`config.mk`:
```
export PLATFORM = sky130hd
export DESIGN_NAME = parking_gate_ctrl
export DESIGN_NICKNAME = d
export VERILOG_FILES = /design/src/rtl/parking_gate_ctrl.sv
export SDC_FILE = /design/constraint.sdc
export NUM_CORES = 1
export LEC_CHECK = 0
export BUFFER_PORTS_ARGS = -buffer_cell sky130_fd_sc_hd__buf_2
export CELL_PAD_IN_SITES_DETAIL_PLACEMENT = 1
export CELL_PAD_IN_SITES_GLOBAL_PLACEMENT = 1
export CORE_ASPECT_RATIO = 1.1
export CORE_UTILIZATION = 30
export DETAILED_ROUTE_END_ITERATION = 7
export PLACE_DENSITY_LB_ADDON = 0.2
export SETUP_SLACK_MARGIN = 0.15
export SYNTH_ARGS = -nofsm -noshare
export SYNTH_HDL_FRONTEND = slang
export SYNTH_SLANG_ARGS = --single-unit
```
`constraint.sdc`:
```
create_clock -name clk -period 2.55 [get_ports clk]
set_input_delay 0.1275 -clock clk [delete_from_list [all_inputs] [get_ports clk]]
set_output_delay 0.1275 -clock clk [all_outputs]
set_load 0.005 [all_outputs]
```
`src/rtl/parking_gate_ctrl.sv`:
```
// parking_gate_ctrl: arbitrates the shared parking lane between inbound and outbound cars and tracks occupancy
// Ports: clk, reset (async active-low); req_in/req_out car-waiting levels; enter/exit one-cycle passage pulses;
// gate_open/dir_in lane grant (dir_in=1 inbound); count/full/empty occupancy; timeout/seq_err one-cycle event pulses.
module parking_gate_ctrl #(
  parameter int CAPACITY = 16,
  parameter int CNT_W    = 5,
  parameter int TIMEOUT  = 100,
  parameter int TO_W     = 7
) (
  input  logic             clk,
  input  logic             reset,
  input  logic             req_in,
  input  logic             req_out,
  input  logic             enter,
  input  logic             exit,
  output logic             gate_open,
  output logic             dir_in,
  output logic [CNT_W-1:0] count,
  output logic             full,
  output logic             empty,
  output logic             timeout,
  output logic             seq_err
);
  typedef enum logic [1:0] {IDLE, GRANT_IN, GRANT_OUT, CLEAR} state_t;
  state_t           state_q, state_d;
  logic             last_in_q, last_in_d;
  logic             gate_open_q, gate_open_d;
  logic             dir_in_q, dir_in_d;
  logic [CNT_W-1:0] count_q, count_d;
  logic [TO_W-1:0]  timer_q, timer_d;
  logic             timeout_q, timeout_d;
  logic             seq_err_q, seq_err_d;
  logic             elig_in, elig_out, match, stray;
  assign full      = count_q == CNT_W'(CAPACITY);
  assign empty     = count_q == '0;
  assign gate_open = gate_open_q;
  assign dir_in    = dir_in_q;
  assign count     = count_q;
  assign timeout   = timeout_q;
  assign seq_err   = seq_err_q;
  always_comb begin
    state_d   = state_q;
    last_in_d = last_in_q;
    count_d   = count_q;
    timer_d   = timer_q;
    timeout_d = 1'b0;
    elig_in   = req_in & ~full;
    elig_out  = req_out & ~empty;
    match     = (state_q == GRANT_IN) ? enter : (state_q == GRANT_OUT) ? exit : 1'b0;
    // any pulse that is not the one the current grant expects is a sequencing error
    stray     = (state_q == GRANT_IN) ? exit : (state_q == GRANT_OUT) ? enter : (enter | exit);
    seq_err_d = stray;
    case (state_q)
      IDLE: if (elig_in | elig_out) begin
        // on a tie, alternate away from the previous grant
        state_d   = (elig_in & (~elig_out | ~last_in_q)) ? GRANT_IN : GRANT_OUT;
        last_in_d = state_d == GRANT_IN;
        timer_d   = '0;
      end
      GRANT_IN, GRANT_OUT: begin
        timer_d = timer_q + 1'b1;
        if (match) begin
          state_d = CLEAR;
          count_d = (state_q == GRANT_IN) ? (full ? count_q : count_q + 1'b1)
                                          : (empty ? count_q : count_q - 1'b1);
        end else if (timer_q == TO_W'(TIMEOUT - 1)) begin
          state_d   = CLEAR;
          timeout_d = 1'b1;
        end
      end
      default: state_d = IDLE;
    endcase
    gate_open_d = (state_d == GRANT_IN) | (state_d == GRANT_OUT);
    dir_in_d    = (state_d == GRANT_IN) ? 1'b1 : (state_d == GRANT_OUT) ? 1'b0 : dir_in_q;
  end
  always_ff @(posedge clk or negedge reset) begin
    if (!reset) begin
      state_q     <= IDLE;
      last_in_q   <= 1'b0;
      gate_open_q <= 1'b0;
      dir_in_q    <= 1'b0;
      count_q     <= '0;
      timer_q     <= '0;
      timeout_q   <= 1'b0;
      seq_err_q   <= 1'b0;
    end else begin
      state_q     <= state_d;
      last_in_q   <= last_in_d;
      gate_open_q <= gate_open_d;
      dir_in_q    <= dir_in_d;
      count_q     <= count_d;
      timer_q     <= timer_d;
      timeout_q   <= timeout_d;
      seq_err_q   <= seq_err_d;
    end
  end
endmodule

```
==> results_dict.tcl <==
set metrics [dict create \
    synth_top_flop_cell "dfrtp_1" \
    netlist_instances 121 \
    timing.final.crit_share 0.910 \
    switchingPower_mw 0.855 \
    fmax_ghz 0.431 \
    clock_sinks 19 \
    ant_nets 0 \
    antenna_found_initial 0 \
    grt.busiest_layer "met2" \
    num_io_pins 17 \
    tightest_slew_ns 0.481 \
    grt_pass1_vias 1017 \
    cts_made_buffers 3 \
    portBuffers 16 \
    finClkSkew_ns 0.00443 \
    vias_per_cell 5.15 \
    cts_tree "built" \
    synth_top_area_frac 0.386 \
    hold_class "in -> reg" \
    synth_edf_count 0 \
    syn_nets 137 \
    cts_buffer_depth 2 \
    critPathKind "reg -> reg" \
    whs_ns 0.115 \
    cts_setup_buffers 0 \
    clkTransAtPathRegs_ns 0.07 \
    use_met3 0.0197 \
    globalRouteOverflowTotal 0 \
    final-max-slew-violation-count 0 \
    crit_fanout 5 \
    n_antenna_cell 0 \
    slew-limit-headroom 0.679 \
    power.internal_mw 1.07 \
    p_leak_nw 0.681 \
    setup_violations 0 \
    area_delta_synth_final_pct 19.8 \
    yosys.area.top_type "dfrtp_1" \
    drt_wl_total_um 2950 \
    yosysWarnings 0 \
    syn-cell-area_um2 1230 \
    dpl.hpwl_um 2250 \
    fillers 468 \
    rows 24 \
    dr.pass1.iters 4 \
    dr_total_vias 1005 \
    clkPwrFrac 0.110 \
    use_met1 0.206 \
    critPathArrivalTime_ns 2.47 \
    nets 160 \
    rsz0062_at_grt "yes" \
    post_route_cells_drive_above_1_share 0.252 \
    htree_num_levels 1 \
    die_h_um 69.2 \
    p_comb_frac 0.588 \
    grt_pass1_wl_um 5120 \
    synth_seq_area_share 0.386 \
    wl_per_cell_um 15.1 \
    finalWorstSetupSlack_ns 0.229 \
    p_per_area_nw_per_um2 1300 \
    synthArstFlopShare 1.00 \
    tns_ns 0 \
    die_width_um 63.1 \
    dpl_worst_slack_ns 0.0320 \
    die_area_um2 4360 \
    clock_latency_ns 0.26 \
    vdd_ir_drop_max_uv 541 \
    gp_congestion 0.741 \
    cp-end-kind "register" \
    initial_core_util 0.313 \
    hold_viol_final 0 \
    start_kind "register" \
    yosys-top-cells-area "dfrtp_1 39%, ha_1 9.1%, xnor2_1 3.6%" \
    drt_iter0_markers 25 \
    core_um2 3930 \
    switching_share 0.445 \
    maxCapViolations 0 \
    synth_cell_types 40 \
    grt_start_max_net_pins 20 \
    cts-root-buf "clkbuf_8" \
    syn_area_per_cell_um2 10.2 \
    post-route-util 0.375 \
    synth.ff_latch_count 19 \
    drc_errors 0 \
    layout_min_cycle_time_ns 2.32 \
    status "finished clean" \
    required_ns 2.70 \
    pwr-share-seq 0.301 \
    grtUsageTotal 0.151 \
    power.total_mw 1.92 \
    use_met2 0.244 \
]
==> critical path, cell delays in order (launching register included) <==
cell and delay [ns]:
dfrtp_1 0.44, or4_4 0.56, o21ai_0 0.28, and2_1 0.17, o21ai_0 0.06, o21ai_0 0.12, ha_1 0.30, mux2_2 0.27
==> final timing paths <==
kind / cells past startpoint / slack (ns) / endpoint / from
worst max-delay path: 7 / 0.23 / dir_in / count[1]
worst min-delay path: 2 / 0.12 / seq_err / enter
worst max register to register: 7 / 0.23 / dir_in / count[1]
worst min register to register: 1 / 0.52 / dir_in / dir_in
max in group asynchronous: 2 / 1.88 / gate_open / reset
min in group asynchronous: 2 / 0.35 / count[1] / reset
==> layout by cell type, fill, tap and decap left out, types with 2 or more instances in the layout <==
| cell | count |
|---|---|
| and3_1 | 6 |
| a221o_1 | 2 |
| nand3_1 | 4 |
| mux2_2 | 3 |
| clkbuf_8 | 3 |
| buf_4 | 4 |
| inv_1 | 8 |
| nand4b_1 | 2 |
| o21a_1 | 2 |
| o22ai_1 | 2 |
| nand2_1 | 8 |
| nor3_1 | 4 |
| ha_1 | 8 |
| dfrtp_1 | 19 |
| a21oi_1 | 4 |
| xnor2_1 | 5 |
| buf_2 | 16 |
| nor2_1 | 6 |
| mux2i_1 | 4 |
| o21ai_0 | 6 |
| nor2b_1 | 2 |
| and2_1 | 2 |
==> metrics by stage <==
| step | std cells | area, um^2 |
|---|---|---|
| after global placement | 190 | 1390 |
| final | 195 | 1480 |
| after global routing | 195 | 1480 |
| after CTS | 195 | 1460 |
| after floorplan | 121 | 1230 |
| after detailed placement | 190 | 1390 |
==> power by group through the flow <==
stage / clock network (mW) / logic (mW) / registers, mW
after global routing: 0.237 / 1.27 / 0.605
after detailed placement: 0 / 1.12 / 0.582
after global placement: 0 / 1.06 / 0.571
after CTS: 0.226 / 1.13 / 0.578
final: 0.212 / 1.13 / 0.579
after floorplan: 0 / 0.815 / 0.541
==> area by class of cell <==
| type | count | area [um^2] | area share |
|---|---|---|---|
| Clock inverter | 1 | 5.00 | 0.00339 |
| Multi-Input combinational cell | 91 | 738 | 0.500 |
| Clock buffer | 3 | 41.3 | 0.0280 |
| Timing Repair Buffer | 21 | 120 | 0.0814 |
| Tap cell | 52 | 65.1 | 0.0441 |
| Sequential cell | 19 | 475 | 0.322 |
| Inverter | 8 | 30.0 | 0.0204 |
==> cells in the mapped netlist (all sizes together) (2+ instances only) <==
master and count:
a211oi 2, a21oi 5, a221o 2, a31oi 2
and2 2, and3 6, clkbuf 2, dfrtp 19
ha 9, inv 8, mux2 3, mux2i 4
nand2 8, nand2b 2, nand3 4, nand4b 2
nor2 6, nor2b 3, nor3 4, o21a 2
o21ai 6, o22ai 2, xnor2 5
==> repair_timing <==
| item | in CTS | in global routing |
|---|---|---|
| resized for setup | 2 | 2 |
| hold endpoints to repair | 19 | 0 |
| gates cloned | 0 | 0 |
| endpoints found under the setup margin | 1 | 2 |
| hold buffers | 1 | 0 |
==> sequential cells by signal (all words and copies together), names as in the netlist <==
signal     cells
timer_q        7
count          5
state_q        2
dir_in         1
gate_open      1
last_in_q      1
seq_err        1
timeout        1
==> logic make-up after synthesis <==
kind of cell	Yosys count	share of synthesized area
xor+xnor	5	0.0356
simple gates	40	0.199
fa+ha+maj	10	0.108
buf+inv	11	0.0366
compound gates	29	0.175
flops	19	0.386
mux	7	0.0600
==> per-layer routing <==
layer / routed length [um] / vias up
met4: 42 / 0
met1: 1440 / 491
met3: 79 / 4
met5: 0 / -
li1: - / 487
met2: 1390 / 23
Power figures use the tool's default switching activity.
